<file path="config.mk">
export PLATFORM = sky130hd
export DESIGN_NAME = f_npc_pc
export DESIGN_NICKNAME = d
export VERILOG_FILES = /design/src/rtl/f_npc_pc.sv
export SDC_FILE = /design/constraint.sdc
export NUM_CORES = 1
export LEC_CHECK = 0
export BUFFER_PORTS_ARGS = -buffer_cell sky130_fd_sc_hd__buf_4
export CORE_ASPECT_RATIO = 0.5
export CORE_MARGIN = 5
export CORE_UTILIZATION = 54
export DETAILED_ROUTE_END_ITERATION = 10
export PLACE_DENSITY_LB_ADDON = 0.08
export SYNTH_ARGS = -nofsm -noshare
export SYNTH_HDL_FRONTEND = slang
export SYNTH_SLANG_ARGS = --single-unit
export TNS_END_PERCENT = 30
</file>
<file path="constraint.sdc">
create_clock -name clk -period 5.25 [get_ports clk]
set_input_delay 0.525 -clock clk [delete_from_list [all_inputs] [get_ports clk]]
set_output_delay 0.525 -clock clk [all_outputs]
set_load 0.005 [all_outputs]
</file>
<file path="src/rtl/f_npc_pc.sv">
// Fetch-stage PC register with next-PC selection, fetch/redirect statistics
// and a sticky fetch-address error flag. Delay-slot semantics: the block
// never flushes; a redirect resolved in D lands on F_pc one cycle later.
module f_npc_pc #(
  parameter logic [31:0]  RESET_PC = 32'h0000_3000,
  parameter logic [31:0]  IM_BASE  = 32'h0000_3000,
  parameter int unsigned  IM_WORDS = 4096
) (
  input  logic                        clk,
  input  logic                        reset,
  input  logic                        stall,
  input  logic [2:0]                  npc_op,
  input  logic                        b_jump,
  input  logic [31:0]                 D_pc,
  input  logic [15:0]                 D_imm16,
  input  logic [25:0]                 D_instr_index,
  input  logic [31:0]                 D_rs_val,
  output logic [31:0]                 F_pc,
  output logic [$clog2(IM_WORDS)-1:0] im_addr,
  output logic [31:0]                 D_pc8,
  output logic                        addr_err,
  output logic [31:0]                 fetch_cnt,
  output logic [31:0]                 redirect_cnt
);

  localparam int unsigned AW     = $clog2(IM_WORDS);
  localparam logic [32:0] IM_END = 33'(IM_BASE) + 33'(IM_WORDS) * 33'd4;

  localparam logic [2:0] OP_PC4    = 3'd0;
  localparam logic [2:0] OP_BRANCH = 3'd1;
  localparam logic [2:0] OP_J      = 3'd2;
  localparam logic [2:0] OP_JR     = 3'd3;

  logic [31:0] npc;
  logic        redirect;
  logic        npc_bad;
  logic [31:0] br_off;
  logic [3:0]  j_region;

  // Next-PC selection and redirect decision from the D-stage controls
  always_comb begin
    npc      = F_pc + 32'd4;
    redirect = 1'b0;
    br_off   = {{14{D_imm16[15]}}, D_imm16, 2'b00};
    j_region = 4'((D_pc + 32'd4) >> 28);
    case (npc_op)
      OP_PC4: begin
        npc = F_pc + 32'd4;
      end
      OP_BRANCH: begin
        if (b_jump) begin
          npc      = D_pc + 32'd4 + br_off;
          redirect = 1'b1;
        end
      end
      OP_J: begin
        npc      = {j_region, D_instr_index, 2'b00};
        redirect = 1'b1;
      end
      OP_JR: begin
        npc      = D_rs_val;
        redirect = 1'b1;
      end
      default: begin
        npc = F_pc + 32'd4;
      end
    endcase
  end

  // Misaligned or outside the instruction memory window
  always_comb begin
    npc_bad = (npc[1:0] != 2'b00) || (npc < IM_BASE) || ({1'b0, npc} >= IM_END);
  end

  // PC, statistics and sticky error update; stall freezes everything
  always_ff @(posedge clk) begin
    if (reset) begin
      F_pc         <= RESET_PC;
      addr_err     <= 1'b0;
      fetch_cnt    <= 32'd0;
      redirect_cnt <= 32'd0;
    end else if (!stall) begin
      F_pc <= npc;
      if (npc_bad) begin
        addr_err <= 1'b1;
      end
      if (fetch_cnt != 32'hFFFF_FFFF) begin
        fetch_cnt <= fetch_cnt + 32'd1;
      end
      if (redirect && (redirect_cnt != 32'hFFFF_FFFF)) begin
        redirect_cnt <= redirect_cnt + 32'd1;
      end
    end
  end

  // Word index into instruction memory; out-of-range PCs wrap silently
  always_comb begin
    im_addr = AW'((F_pc - IM_BASE) >> 2);
  end

  // Link address for jal/jalr
  always_comb begin
    D_pc8 = D_pc + 32'd8;
  end

endmodule

</file>
# Yosys cells after proc, flatten, opt, wreduce, memory -nomap -nowiden
# Index checks and enable logic that the tools add are counted.
# Widths: inputs -> output; s select.
# classes
magnitude_cmp,2
bitwise_logic,1
addsub,7
reduce_logical,8
eq_ne,5
mux,4
# op_table
op,n
$pmux 32 s3,1
$add 32x1->32 const B,2
$add 32x3->32 const B,2
$ne 32x32->1 const B,2
$add 32x32->32,1
$add 32x4->32 const B,1
$ge 32x15->1 const B,1
$lt 32x14->1 const B,1
$mux 32,1
$sub 14x14->14 const B,1
$eq 3x2->1 const B,2
$reduce_and 2->1,3
$eq 3x1->1 const B,1
$logic_or 1x1->1,2
$pmux 1 s2,1
$reduce_bool 2->1,1
$reduce_or 2->1,1
$logic_and 1x1->1,1
$mux 1,1
$not 1->1,1
# word_totals
word_cells,31
out_inout_bits,141
regBits,97
input_bits,113

# Logic depth before layout (Yosys ltp)
# depth
depth_word,8
mapped_depth,19
mapped_depth_nobuf,19

# Least setup slack after synthesis
# OpenSTA, ideal clock, no wires.
# synth_timing
path_kind,input to register
start,input D_pc[6]
end,register addr_err
n_path_buf,1
cell_stages,17
path_slack_ns,0.994
setup_ns,0.132
required_ns,5.118
t_arrival_ns,4.124
path_cell_list,buf_2 -> nand4_2 -> or3_1 -> nor3_1 -> nand3_1 -> xnor2_1 -> ha_1 -> a21oi_2 -> o21ai_0 -> or2_2 -> a211o_4 -> a2111oi_4 -> nor3_2 -> a2111oi_4 -> o2111ai_1 -> nor4_1 -> nor3_1
# synth_via
elab_chain_cells,8
elab_cells_between_ends,9
classes_between,add/sub (2); order compare (2); mux (2); reduce/logical (3)
# synth_lines
item,line,rtl
start: declaration,14,"input logic [31:0] D_pc,"
$add 32x3->32 *,"45, 52",
$add 32x32->32,52,npc = D_pc + 32'd4 + br_off;
$mux 32,51,if (b_jump) begin
$pmux 32 s3 *,46,case (npc_op)
$lt 32x14->1,72,"npc_bad = (npc[1:0] != 2'b00) || (npc < IM_BASE) || ({1'b0, npc} >= IM_END);"
$logic_or 1x1->1,72,
$logic_or 1x1->1 *,72,
$reduce_and 2->1 (no line) *,--,
end signal: assignment,79,addr_err <= 1'b0;
end signal: assignment,85,addr_err <= 1'b1;
end: declaration,21,"output logic addr_err,"
# Every way passes the cells marked *; elsewhere a longest branch is shown, timed or not.
# A chain may end at the register's enable or synchronous reset.

# Worst setup path in the final report
# layout_timing
start,input D_pc[4]
end,register addr_err
# The elaborated chain is that of the path after synthesis.

==> impl_results.md <==
* Status: completed
* Mapped Nets at 1,376
* Fmax at 216 MHz
* Register Area at 0.00194 mm²
* Dpl hpwl at 24,500 µm
* Crit start category: input pin
* CTS tree: done
* Clk sinks at 97
* PostCTS Resize Cnt at 0
* DR WL met2 at 13,800 µm
* Area of the die at 0.0196 mm²
* Remaining Overflow, GRT at 0
* XOR/XNOR share of the synthesized area at 0.141
* Critical Path End Type: register
* Synth Area in Simple Gates at 0.304
* HP Start: redirect_cnt[5]
* Pwr dens at 193 mW/mm²
* CP required at 5430 ps
* Mean area per synthesized cell at 7.39 µm²
* TNS Setup at 0 ps
* HP Class: reg2reg
* CTS H-tree depth at 3
* Max-cap violation count at 0
* Leading cell type in the layout, fill and taps excluded: buf_4
* Routed wire per std cell at 19.2 µm
* Clock latency on the worst-skew pair at 340 ps
* FILL cells at 1,423
* Yosys warns at 0
* Final Routed Wirelength at 31,600 µm
* Top FF cell, synth: dfxtp_1
* Post-CTS Setup Bufs at 0
* Tcrit/Tclk final at 0.881
* Final WS setup at 622 ps
* Mux cell area share after synthesis at 0.0228
* First drt pass iteration count at 5
* Row count at 33
* Die height at 101 µm
* CTS root buffer: clkbuf_16
* Sequential-to-total area share from yosys stat at 0.215
* Crit path arrival time at 4810 ps
* Share of cells above drive strength 1 at 0.223
* Clock transition at the registers of the reported paths at 70 ps
* Slew @ Worst Pin at 949 ps
* Port buffer count at 253
* Max Slew Vio Count at 0
* Post-layout power at 2160 µW
* Hold Slack at 507 ps
* #FFs+latches synth at 97
* RR Endpoint: addr_err
* Largest net degree at the start of global routing at 93
* Post-Syn Area at 0.00904 mm²
* Area growth from synthesis to layout at 23.7%
* Tmin final at 4630 ps
* RSZ-0062 raised after global routing: no
* Routability Congestion at 1.00
* Place WS at 383 ps
* Core Box Area at 0.0164 mm²
* Ys async rst share at 0
* # setup viols final at 0
* CP Max Fanout at 8
* Most frequent cells in the layout: 258 x buf_4, 145 x nor2_1, 111 x nand2_1, 97 x dfxtp_1, 86 x a21oi_1
* Cells after Synth at 1,224
* Initial antenna violation count at 0
* Final #Nets at 1,565
* Hold path cells at 2
* Gr usage total at 0.308
* Final hold vios at 0
* Leak pwr at 0.00460 µW
* Number of synthesized flops with an enable pin at 0
* First-pass GRT wire length at 48,800 µm
* ANT nets after route at 0
* DRC at 0
* Worst IR Drop VDD at 0.000204 V
* Multi-input logic area at 0.00658 mm²
* Vias per inst at 6.10
* WHS Endpoint: redirect_cnt[5]
* Clk buf depth at 2
* Die Wd at 193 µm
* Worst slew margin at 0.368
* Vias in the first global route at 9,043
* Final Util at 0.682
* Initial Util at 0.551
* N_diodes at 0
* Largest family of logic cells by synthesized area: simple AND/OR/NAND/NOR gates
* Num CTS Buffers at 9
* Top sig layer: met4
* Met1 wire length at 14,200 µm
* Iteration-0 DRC Markers at 1,170
* Adder-cell share of the synthesized area at 0.0548
* Count of different cell masters after synthesis at 94
* Ports at 254
* Complex-gate fraction of the synthesized area at 0.205
* R2R Setup Slk at 1910 ps
* RR Startpoint: F_pc[2]
* Type of the worst setup path: in2reg
* CTS Hold Bufs at 0
* R2R cell count at 11
* Vias at 10,000
* Clk_skew at 9.49 ps
* Met3 WL post-DR at 3280 µm
## per-stage QoR
step	instances	cell area, µm²
6_report	1645	11200
5_1_grt	1645	11200
4_1_cts	1645	11200
3_5_place_dp	1629	10900
3_3_place_gp	1629	10900
2_1_floorplan	1224	9040
## how the worst max path moves through the flow
stage / startpoint / end / cells after the start
detailed placement: D_pc[4] / addr_err / 20
global placement: D_pc[2] / addr_err / 18
floorplan: D_pc[6] / addr_err / 17
global route: D_pc[4] / addr_err / 20
finish: D_pc[4] / addr_err / 20
CTS: D_pc[4] / addr_err / 20
## cell families (layout without fill, tap and decap cells)
group                      after synthesis  count (layout)
AOI/OAI and AO/OA                      268             268
xor gates and xnor gates               146             146
adders and majority gates               39              39
buffers and inverters                  114             308
DFF                                     97              97
muxes                                   20              20
and+or+nand+nor                        540             540
## flip-flops by register name, summed over array words and instances (netlist names)
name          cells
addr_err          1
redirect_cnt     32
fetch_cnt        32
F_pc             32
## power breakdown
group | switching (µW) | internal [µW]
sequential | 33.2 | 755
combinational | 402 | 293
clock | 295 | 377
total | 731 | 1430
## routing by layer
layer | GRT usage | vias up
li1 | - | 4763
met1 | 0.443 | 4708
met2 | 0.478 | 517
met3 | 0.0665 | 46
met4 | 0.0620 | 0
met5 | 0 | -
## cell usage after synthesis (all sizes together), types with 9 or more instances
library cell	number	area, µm²
nand3	61	323
or2	9	56.3
xnor2	66	578
o21ai	47	235
o21bai	10	75.1
and4	15	131
nor2	146	551
dfxtp	97	1940
nor4	17	125
buf	34	216
ha	38	475
a211oi	18	140
nand2b	17	106
nor2b	15	93.8
a21oi	89	464
clkbuf	46	176
inv	33	124
xor2	80	701
nand2	112	423
nand4	40	256
nor3	37	190
or3	20	125
a21o	11	82.6
and2	10	62.6
and3	23	150
mux2i	15	150
## worst max-delay path, stage by stage
cell	delay, ps
buf_4	130
ha_1	320
inv_1	90
nor4_2	460
and3_1	250
nand3_1	190
nor2_1	210
nand2_1	90
xnor2_1	270
ha_1	370
a21oi_1	230
o21a_1	210
mux2_2	180
nor2_1	40
nor4_1	340
o211ai_1	200
a211oi_1	250
nand4_1	130
nor4_1	260
nor3_1	80
## cell type report
class,instances,share of cell area
Timing Repair Buffer,258,0.173
Sequential cell,97,0.174
Inverter,34,0.0114
Multi-Input combinational cell,1013,0.589
Tap cell,227,0.0254
Clock buffer,10,0.0205
Clock inverter,6,0.00705
No activity file was read; power rests on OpenSTA's default activity.
